## src/rtl/fp8_add_arbiter.sv

```systemverilog
// Two-requester arbiter in front of a shared registered FP8 (1/4/3) adder.
// Define FP8_ARB_FIXED_PRIO_EN for fixed priority (requester 0 wins); default is round-robin.
module fp8_add_arbiter #(
  parameter int unsigned ADD_LATENCY = 1
) (
  input  logic       clk,
  input  logic       rst,
  input  logic       req0_valid,
  input  logic [7:0] req0_a,
  input  logic [7:0] req0_b,
  output logic       req0_ready,
  input  logic       req1_valid,
  input  logic [7:0] req1_a,
  input  logic [7:0] req1_b,
  output logic       req1_ready,
  output logic [7:0] add_a,
  output logic [7:0] add_b,
  output logic       add_ena,
  input  logic [7:0] add_result,
  output logic       resp_valid,
  output logic       resp_id,
  output logic [7:0] resp_data,
  input  logic       resp_ready
);

  typedef enum logic [1:0] {StIdle, StWait, StResp} state_e;

  localparam logic [2:0] LatCnt = 3'(ADD_LATENCY);

  state_e     state_q, state_d;
  logic [2:0] cnt_q, cnt_d;
  logic [7:0] add_a_q, add_a_d;
  logic [7:0] add_b_q, add_b_d;
  logic       resp_id_q, resp_id_d;
  logic [7:0] resp_data_q, resp_data_d;
  logic       grant0, grant1;

`ifndef FP8_ARB_FIXED_PRIO_EN
  logic rr_ptr_q, rr_ptr_d;
`endif

  always_comb begin
    grant0 = 1'b0;
    grant1 = 1'b0;
    if (state_q == StIdle) begin
`ifdef FP8_ARB_FIXED_PRIO_EN
      grant0 = req0_valid;
      grant1 = req1_valid && !req0_valid;
`else
      // rr_ptr only breaks ties; a lone requester always wins
      grant0 = req0_valid && (!req1_valid || !rr_ptr_q);
      grant1 = req1_valid && (!req0_valid || rr_ptr_q);
`endif
    end
  end

`ifndef FP8_ARB_FIXED_PRIO_EN
  always_comb begin
    rr_ptr_d = rr_ptr_q;
    if (grant0) begin
      rr_ptr_d = 1'b1;
    end else if (grant1) begin
      rr_ptr_d = 1'b0;
    end
  end
`endif

  always_comb begin
    state_d     = state_q;
    cnt_d       = cnt_q;
    add_a_d     = add_a_q;
    add_b_d     = add_b_q;
    resp_id_d   = resp_id_q;
    resp_data_d = resp_data_q;
    unique case (state_q)
      StIdle: begin
        if (grant0 || grant1) begin
          add_a_d   = grant1 ? req1_a : req0_a;
          add_b_d   = grant1 ? req1_b : req0_b;
          resp_id_d = grant1;
          cnt_d     = LatCnt;
          state_d   = StWait;
        end
      end
      StWait: begin
        if (cnt_q != 3'd0) begin
          cnt_d = cnt_q - 3'd1;
        end else begin
          resp_data_d = add_result;
          state_d     = StResp;
        end
      end
      StResp: begin
        if (resp_ready) begin
          state_d = StIdle;
        end
      end
      default: state_d = StIdle;
    endcase
  end

  always_ff @(posedge clk) begin
    if (rst) begin
      state_q     <= StIdle;
      cnt_q       <= 3'd0;
      add_a_q     <= 8'h00;
      add_b_q     <= 8'h00;
      resp_id_q   <= 1'b0;
      resp_data_q <= 8'h00;
`ifndef FP8_ARB_FIXED_PRIO_EN
      rr_ptr_q    <= 1'b0;
`endif
    end else begin
      state_q     <= state_d;
      cnt_q       <= cnt_d;
      add_a_q     <= add_a_d;
      add_b_q     <= add_b_d;
      resp_id_q   <= resp_id_d;
      resp_data_q <= resp_data_d;
`ifndef FP8_ARB_FIXED_PRIO_EN
      rr_ptr_q    <= rr_ptr_d;
`endif
    end
  end

  assign req0_ready = grant0;
  assign req1_ready = grant1;
  assign add_a      = add_a_q;
  assign add_b      = add_b_q;
  assign add_ena    = (state_q == StWait);
  assign resp_valid = (state_q == StResp);
  assign resp_id    = resp_id_q;
  assign resp_data  = resp_data_q;

endmodule
```

## config.mk

```make
export PLATFORM = sky130hd
export DESIGN_NAME = fp8_add_arbiter
export DESIGN_NICKNAME = d
export VERILOG_FILES = /design/src/rtl/fp8_add_arbiter.sv
export SDC_FILE = /design/constraint.sdc
export NUM_CORES = 1
export LEC_CHECK = 0
export CAP_MARGIN = 20
export CORE_ASPECT_RATIO = 0.9
export CORE_MARGIN = 1
export CORE_UTILIZATION = 43
export DETAILED_ROUTE_END_ITERATION = 8
export MAX_ROUTING_LAYER = met4
export PLACE_DENSITY = 0.85
export SYNTH_ARGS = -nofsm -noshare
export SYNTH_HDL_FRONTEND = slang
export SYNTH_SLANG_ARGS = --single-unit
export TNS_END_PERCENT = 20
```

## constraint.sdc

```tcl
create_clock -name clk -period 4.8 [get_ports clk]
set_clock_uncertainty 0.15 [all_clocks]
set_input_delay 0.96 -clock clk [delete_from_list [all_inputs] [get_ports clk]]
set_output_delay 0.96 -clock clk [all_outputs]
set_load 0.03 [all_outputs]
```

# Yosys cells after proc, flatten, opt, wreduce, memory -nomap -nowiden
# Cells that the tools add are included.
# classes
n_addsub	1
n_eq_ne	6
n_mux	13
bitwise_logic	1
n_reduce_logical	16
# op_table
operator	count
2-to-1 mux 8 bit	2
2-to-1 mux 2 bit	3
2-to-1 mux 3 bit	2
!= test 2 x 1 -> 1 bit (second input constant)	3
case mux 2 bit (3 select lines)	1
case mux 3 bit (2 select lines)	1
AND reduction 3 bit	2
2-to-1 mux 1 bit	4
AND reduction 2 bit	2
nonzero test 2 bit	2
zero test 1 bit	3
logical OR 1 bit	3
nonzero test 3 bit	1
subtractor 3 x 1 -> 3 bit (second input constant)	1
== test 2 x 1 -> 1 bit (second input constant)	1
== test 2 bit (second input constant)	1
logical AND 1 bit	2
zero test 2 bit	1
!= test 2 bit (second input constant)	1
inverter 1 bit	1
# word_totals
ff_bits	31
out_inout_bits	29
elab_cells	44

# Depth between registers and ports, before layout
# Gate-level depths: netlist (run 1).
# depth
word_depth	7
depth_mapped	6
depth_no_buf	5

# Worst setup path after synthesis (run 1)
# Ideal clock, no wire load.
# synth_path
path_type	input port to output port
startpoint	in req1_valid
endpoint	out req1_ready
arrival_time_ns	1.981
t_required_ns	3.690
slack_ns	1.709
path_stages	4
n_path_buf	2
path_cell_list	or3b_1 buf_2 buf_6 nor2_1
# synth_between
elab_chain_len	2
# synth_lines
item	line	text
start, declared	12	input logic req1_valid,
logical AND 1 bit	52	grant1 = req1_valid && (!req0_valid || rr_ptr_q);
2-to-1 mux 1 bit	45	if (state_q == StIdle) begin
end, declared	15	output logic req1_ready,
# Every way passes these cells.

# Worst setup path after layout (run 1)
# Same ends and word-level chain as after synthesis.

==> summary.md, run 1 <==
| Metric | Value |
|---|---|
| Row Count | 19 |
| Largest net degree at the start of global routing | 32 |
| Final setup margin | 0.891 ns |
| Global Route Usage Sum | 23.5% |
| CTS clk-pin slew, worst paths | 0.06 ns |
| Worst Hold Class | reg2reg |
| Routed wire length | 4.03 mm |
| Die area | 3730 um2 |
| Routed vias | 1,537 |
| Fin cells | 280 |
| Leading area contributor after synthesis | dfxtp_1 |
| Mapped Cells | 173 |
| Adder-Cell Fraction of Synth Area | 1.67% |
| CP bufs+invs | 3 |
| Grt ovf | 0 |
| Core Region | 3190 um2 |
| Port bufs | 73 |
| Global-route wire length before repair | 6.40 mm |
| CP max-delay cell | clkdlybuf4s50_1 |
| Nets@finish | 286 |
| Outcome | complete, no violations |
| TritonRoute pass-1 iters | 4 |
| Tightest Pin Transition | 0.759 ns |
| CP max stage delay | 0.67 ns |
| Req. time, crit path | 3.69 ns |
| Worst hold slack | 0.302 ns |
| Die Width | 64.3 um |
| Met1 usage | 25.9% |
| Synth Area in XOR/XNOR | 0% |
| GR peak layer | met2 |
| I/O pins | 74 |
| Setup crit start kind | primary input |
| Largest family of logic cells by synthesized area | compound AO/OA/AOI/OAI gates |
| Setup violations, final | 0 |
| Longest Clk Path Bufs | 2 |
| Initial Util | 47.1% |
| Peak VDD IR | 0.275 mV |
| Synth Area in Simple Gates | 20.4% |
| Arrival time at the worst endpoint | 2.80 ns |
| Avg Synthesized Cell Area | 8.67 um2 |
| Leak | 0.804 nW |
| Detailed Place HPWL | 2.87 mm |
| Layout cell share with drive strength beyond 1 | 5.88% |
| Synth Area in Compound Gates | 26.1% |
| Critical path fanouts, max | 17 |
| Slew Limit Fails | 0 |
| CP delay by family, top | buffers and inverters |
| Post-synthesis sequential area ratio | 41.4% |
| Post-route minimum period | 3.91 ns |
| Setup CP Type | in2out |
| CTS tree | built |
| DRT iter0 DRCs | 52 |
| Yosys top cell area share | 41.4% |
| Most used cell, CP | clkdlybuf4s50_1 |
| Dpl cell area | 2180 um2 |
| Pwr Density | 350 nW/um2 |
| Max H-tree Level | 2 |
| Final Hold Fails | 0 |
| Initial antenna violation count | 0 |
| Yosys warnings | 0 |
| Setup TNS Final | 0 ns |
| TritonCTS Sinks | 31 |
| Ant diodes | 0 |
| Post CTS Setup Buffer Count | 0 |
| Clock latency at the later pin of the worst-skew pair | 0.28 ns |
| CTS Buf Count | 5 |
| Max-Cap Viols | 0 |
| Antenna viol nets, final | 0 |
| Synth area leaders | dfxtp_1, a311oi_1, a21oi_1, nand3_1, nand2_1 |
| Final Util | 71.1% |
| Worst Setup End Kind | primary output |
| Worst slew margin | 49.3% |
| Placed cells | 273 |
| Met3 Resource Use GR | 6.30% |
| Post-Syn Nets | 220 |
| Yosys cell types | 36 |
| Finished Cell Area | 2260 um2 |
| Max frequency | 256 MHz |
| Via-to-Cell Ratio | 5.49 |
| Vias in the first global route | 1,442 |
| Synthesized flop and latch total | 31 |
| Cell area after synthesis | 1500 um2 |
| Post-place setup slack | 0.890 ns |
| Total Power | 0.793 mW |
| Met2 Track Usage GR | 39.1% |
| Root Driver | clkbuf_8 |
| DRC Markers | 0 |
| Routed length per placed instance | 14.4 um |
| Worst R2R Setup Slack | 2.90 ns |
| Routability cong. | 0.800 |
| Die Y | 58.0 um |
| Mux contribution to synthesized area | 1.33% |
| Post-cts sizing count | 0 |
| RSZ-0062 raised after global routing | false |
| Final worst-path cycle share | 81.4% |
| Syn-to-layout area delta | 51.0% |
| Worst-path cell chain | clkdlybuf4s50_1, or3b_1, buf_4, nor2_1, clkdlybuf4s50_1 |
| Hold buffers post-CTS | 0 |
-- metal layers --
layer	vias to the layer above	share of wire (%)
li1	764	-
met1	715	43
met2	51	49
met3	7	5.8
met4	0	1.6
met5	-	0
-- final cells by class --
| cell class | instances | area (um2) |
|---|---|---|
| fill | 273 | 921 |
| timing repair buffer | 77 | 768 |
| multi-input combinational | 122 | 743 |
| sequential | 31 | 621 |
| clock buffer | 6 | 72.6 |
| tap | 42 | 52.6 |
| inverter | 2 | 7.51 |
-- final timing paths --
| kind | startpoint | endpoint | depth (start not counted) |
|---|---|---|---|
| setup / recovery | req1_valid | req1_ready | 5 |
| hold / removal | resp_data[0] | resp_data[0] | 2 |
| setup reg to reg | state_q[1] | add_b[6] | 3 |
| hold reg to reg | resp_data[0] | resp_data[0] | 2 |
-- kinds of logic after synthesis --
| family | Yosys count |
|---|---|
| and+or+nand+nor | 55 |
| muxes | 2 |
| buffers and inverters | 20 |
| DFF | 31 |
| AOI/OAI and AO/OA | 63 |
| adders and majority gates | 2 |
-- placed cells by master, fill, tap and decap left out, types with 2 or more instances in the layout --
master           synthesis  routed
a21oi_1                 26      26
a22oi_1                  2       2
a311oi_1                16      16
buf_4                    2       3
clkbuf_8                 0       5
clkdlybuf4s50_1          0      73
dfxtp_1                 31      31
ha_1                     2       2
inv_1                    2       2
mux2i_1                  2       2
nand2_1                 16      16
nand2b_1                 2       2
nand3_1                 16      16
nor2_1                   4       4
nor2b_1                  4       4
o21ai_0                  7       7
o21ai_1                  9       9
-- registers in the layout (all words and copies together) (netlist names) --
name / flops
add_a: 8
add_b: 8
resp_data: 8
cnt_q: 3
state_q: 2
resp_id: 1
rr_ptr_q: 1
-- Yosys cell counts --
cell type  count
nand3_1       16
and3_1         1
a311oi_1      16
buf_6          5
buf_8          1
and2_4         1
or3b_1         1
ha_1           2
o21ai_0        7
or3b_2         1
nor2_2         1
or2_1          1
clkbuf_2       1
nor3b_4        1
o21ba_2        1
nor4bb_1       1
a21oi_1       26
clkbuf_1       6
or2b_1         1
o21ai_1        9
a22oi_1        2
nor3_1         1
mux2i_1        2
buf_4          2
nand3b_1       1
and3b_1        1
buf_2          3
nor2_1         4
inv_1          2
nand2_1       16
nand2b_1       2
dfxtp_1       31
a221oi_1       1
a211oi_1       1
nor2b_1        4
nand4bb_1      1
-- report_power, final --
part           leakage [nW]  total, mW  switching, mW  internal (mW)
logic                 0.511      0.299          0.164          0.134
registers             0.256      0.313         0.0228          0.291
clock network        0.0371      0.181         0.0845         0.0962
-- worst register-to-register path: cells and delay by family (launching register included) --
kind,cells,cell delay [ns]
and+or+nand+nor,2,1.07
DFF,1,0.41
AOI/OAI and AO/OA,1,0.13
(Power assumes the default switching activity.)
==> run 2: changes to the inputs <==
CORE_UTILIZATION = 36   (was 43)
PLACE_DENSITY = 0.76   (was 0.85)
clock period = 3.4 ns   (was 4.8 ns; I/O delays follow)
==> summary.md, run 2 (synthesized netlist as in run 1, its figures left out) <==
| Metric | Value |
|---|---|
| Req. time, crit path | 2.57 ns (was 3.69 ns) |
| Clk pwr share | 23.7% (was 22.8%) |
| Most frequent cells in the layout | clkdlybuf4s50_1, dfxtp_1, a21oi_1 (unchanged) |
| Clock latency at the later pin of the worst-skew pair | 0.27 ns (was 0.28 ns) |
| Largest net degree at the start of global routing | 20 (was 32) |
| Tightest Pin Transition | 0.789 ns (was 0.759 ns) |
| Longest Clk Path Bufs | 2 (unchanged) |
| Core Region | 3860 um2 (was 3190 um2) |
| Int Power | 0.742 mW (was 0.521 mW) |
| Flop pwr share | 39.1% (was 39.5%) |
| Worst R2R Setup Slack | 1.49 ns (was 2.90 ns) |
| CP delay by family, top | buffers and inverters (unchanged) |
| Peak VDD IR | 0.215 mV (was 0.275 mV) |
| Setup TNS Final | 0 ns (unchanged) |
| Post CTS Setup Buffer Count | 0 (unchanged) |
| Switching pwr | 0.388 mW (was 0.272 mW) |
| Port bufs | 73 (unchanged) |
| Switching part of the total power | 34.3% (about the same) |
| Fillers | 374 (was 273) |
| Syn-to-layout area delta | 51.4% (was 51.0%) |
| Setup crit start kind | primary input (unchanged) |
| Routed length per placed instance | 14.1 um (was 14.4 um) |
| Worst slew margin | 47.3% (was 49.3%) |
| Setup violations, final | 0 (unchanged) |
| Worst Reg-to-Reg Cells | 3 (unchanged) |
| Routability cong. | 0.770 (was 0.800) |
| CP max-delay cell | clkdlybuf4s50_1 (unchanged) |
| RR Endpoint | add_a[0] (was add_b[6]) |
| Arrival time at the worst endpoint | 2.49 ns (was 2.80 ns) |
| Critical path depth | 4 (was 5) |
| CTS Buf Count | 5 (unchanged) |
| Setup crit start | req0_valid (was req1_valid) |
| Post-route minimum period | 3.32 ns |
| Row Count | 21 (was 19) |
| Leak | 0.807 nW (was 0.804 nW) |
| R2R Path Start | state_q[1] (unchanged) |
| Most common cell after layout, fill and taps aside | clkdlybuf4s50_1 (unchanged) |
| Global Route Usage Sum | 19.4% (was 23.5%) |
| RSZ-0062 raised after global routing | false (unchanged) |
| TritonRoute pass-1 iters | 4 (unchanged) |
| Routed vias | 1,506 (was 1,537) |
| DRT iter0 DRCs | 56 (was 52) |
| Worst Hold Class | reg2reg (unchanged) |
| Global-route wire length before repair | 6.66 mm (was 6.40 mm) |
| Logic pwr share | 37.1% (was 37.7%) |
| Root Driver | clkbuf_8 (unchanged) |
| Vias in the first global route | 1,401 (was 1,442) |
| Layout cell share with drive strength beyond 1 | 6.25% (was 5.88%) |
| DRC Markers | 0 (unchanged) |
| Die area | 4430 um2 (was 3730 um2) |
| Hold buffers post-CTS | 0 (unchanged) |
| CTS clk-pin slew, worst paths | 0.06 ns (about the same) |
| Max frequency | 301 MHz |
| Critical path fanouts, max | 4 (was 17) |
| Max-Cap Viols | 0 (unchanged) |
| Outcome | complete, no violations (unchanged) |
| Antenna viol nets, final | 0 (unchanged) |
| Pwr Density | 498 nW/um2 (was 350 nW/um2) |
| Post-cts sizing count | 0 (unchanged) |
| CTS tree | built (unchanged) |
| Most used cell, CP | clkdlybuf4s50_1 (unchanged) |
| Via-to-Cell Ratio | 5.27 (was 5.49) |
| CP max stage delay | 0.69 ns (was 0.67 ns) |
| Final worst-path cycle share | 97.6% |
| Nets@finish | 286 (unchanged) |
| Ant diodes | 0 (unchanged) |
| Routed wire length | 4.03 mm (about the same) |
| Detailed Place HPWL | 2.78 mm (was 2.87 mm) |
| Finished Cell Area | 2270 um2 (was 2260 um2) |
| Initial Util | 38.8% (was 47.1%) |
| Final Hold Fails | 0 (unchanged) |
| Setup CP Type | in2out (unchanged) |
| Critical path endpoint | req0_ready (was req1_ready) |
| Worst-path cell chain | clkdlybuf4s50_1, or3b_2, a21oi_1, clkdlybuf4s50_1 (was clkdlybuf4s50_1, or3b_1, buf_4, nor2_1, clkdlybuf4s50_1) |
| Max H-tree Level | 2 (unchanged) |
| Grt ovf | 0 (unchanged) |
| Worst Setup End Kind | primary output (unchanged) |
| Dpl cell area | 2190 um2 (was 2180 um2) |
| TritonCTS Sinks | 31 (unchanged) |
| Die Width | 70.0 um (was 64.3 um) |
| Die Y | 63.2 um (was 58.0 um) |
| Initial antenna violation count | 0 (unchanged) |
| I/O pins | 74 (unchanged) |
| Slew Limit Fails | 0 (unchanged) |
| CP bufs+invs | 2 (was 3) |
run 2: cell types whose count changed in the layout (fill, tap and decap cells not counted):
cell / change
buf_4: +1
buf_8: -1
clkbuf_1: +1
clkinv_2: +1
run 2: power by group through the flow:
stage | clock (mW) | combinational, mW | sequential, mW
2_1_floorplan | 0 | 0.200 | 0.516
3_3_place_gp | 0 | 0.420 | 0.448
3_5_place_dp | 0 | 0.421 | 0.449
4_1_cts | 0.272 | 0.422 | 0.443
5_1_grt | 0.296 | 0.450 | 0.449
6_report | 0.268 | 0.420 | 0.442
run 2: metrics by stage:
| stage | instances | hold slack (ns) | total power, mW | util [%] | setup WS, ns |
|---|---|---|---|---|---|
| global route | 286 | 0.324 | 1.19 | 58.8 | 0.0159 |
| detailed placement | 278 | 0.299 | 0.870 | 56.7 | 0.0692 |
| floorplan | 173 | 0.327 | 0.715 | - | 0.869 |
| CTS | 286 | 0.305 | 1.14 | 58.8 | 0.0662 |
| finish | 286 | 0.304 | 1.13 | 58.8 | 0.0822 |
| global placement | 278 | 0.292 | 0.868 | 56.7 | 0.0841 |
run 2: final cells by class:
cell class | instances | area (um2) | share of cell area, %
Timing Repair Buffer | 77 | 761 | 33.5
Sequential cell | 31 | 621 | 27.3
Multi-Input combinational cell | 122 | 743 | 32.7
Tap cell | 46 | 57.6 | 2.53
Clock buffer | 7 | 76.3 | 3.36
Inverter | 2 | 7.51 | 0.331
Clock inverter | 1 | 5.00 | 0.220
run 2: layer usage:
layer / wire [um] / vias to the layer above / part of all wire, % / global-route usage [%]
met5: 0 / - / 0 / -
met4: 38 / 0 / 0.94 / 4.50
met3: 252 / 5 / 6.3 / 5.76
met2: 1830 / 48 / 46 / 31.0
met1: 1900 / 687 / 47 / 24.2
li1: - / 766 / - / -
run 2: worst min-delay path by stage:
stage / startpoint / depth (start not counted) / to
finish: resp_data[1] / 2 / resp_data[1]
global route: resp_data[2] / 2 / resp_data[2]
CTS: resp_data[1] / 2 / resp_data[1]
detailed placement: resp_data[1] / 2 / resp_data[1]
global placement: resp_data[1] / 2 / resp_data[1]
floorplan: cnt_q[0] / 2 / cnt_q[0]
run 2: tightest hold or removal path, stage by stage, from the launching register on:
cell	delay, ns
dfxtp_1	0.31
nand2_1	0.05
a21oi_1	0.05
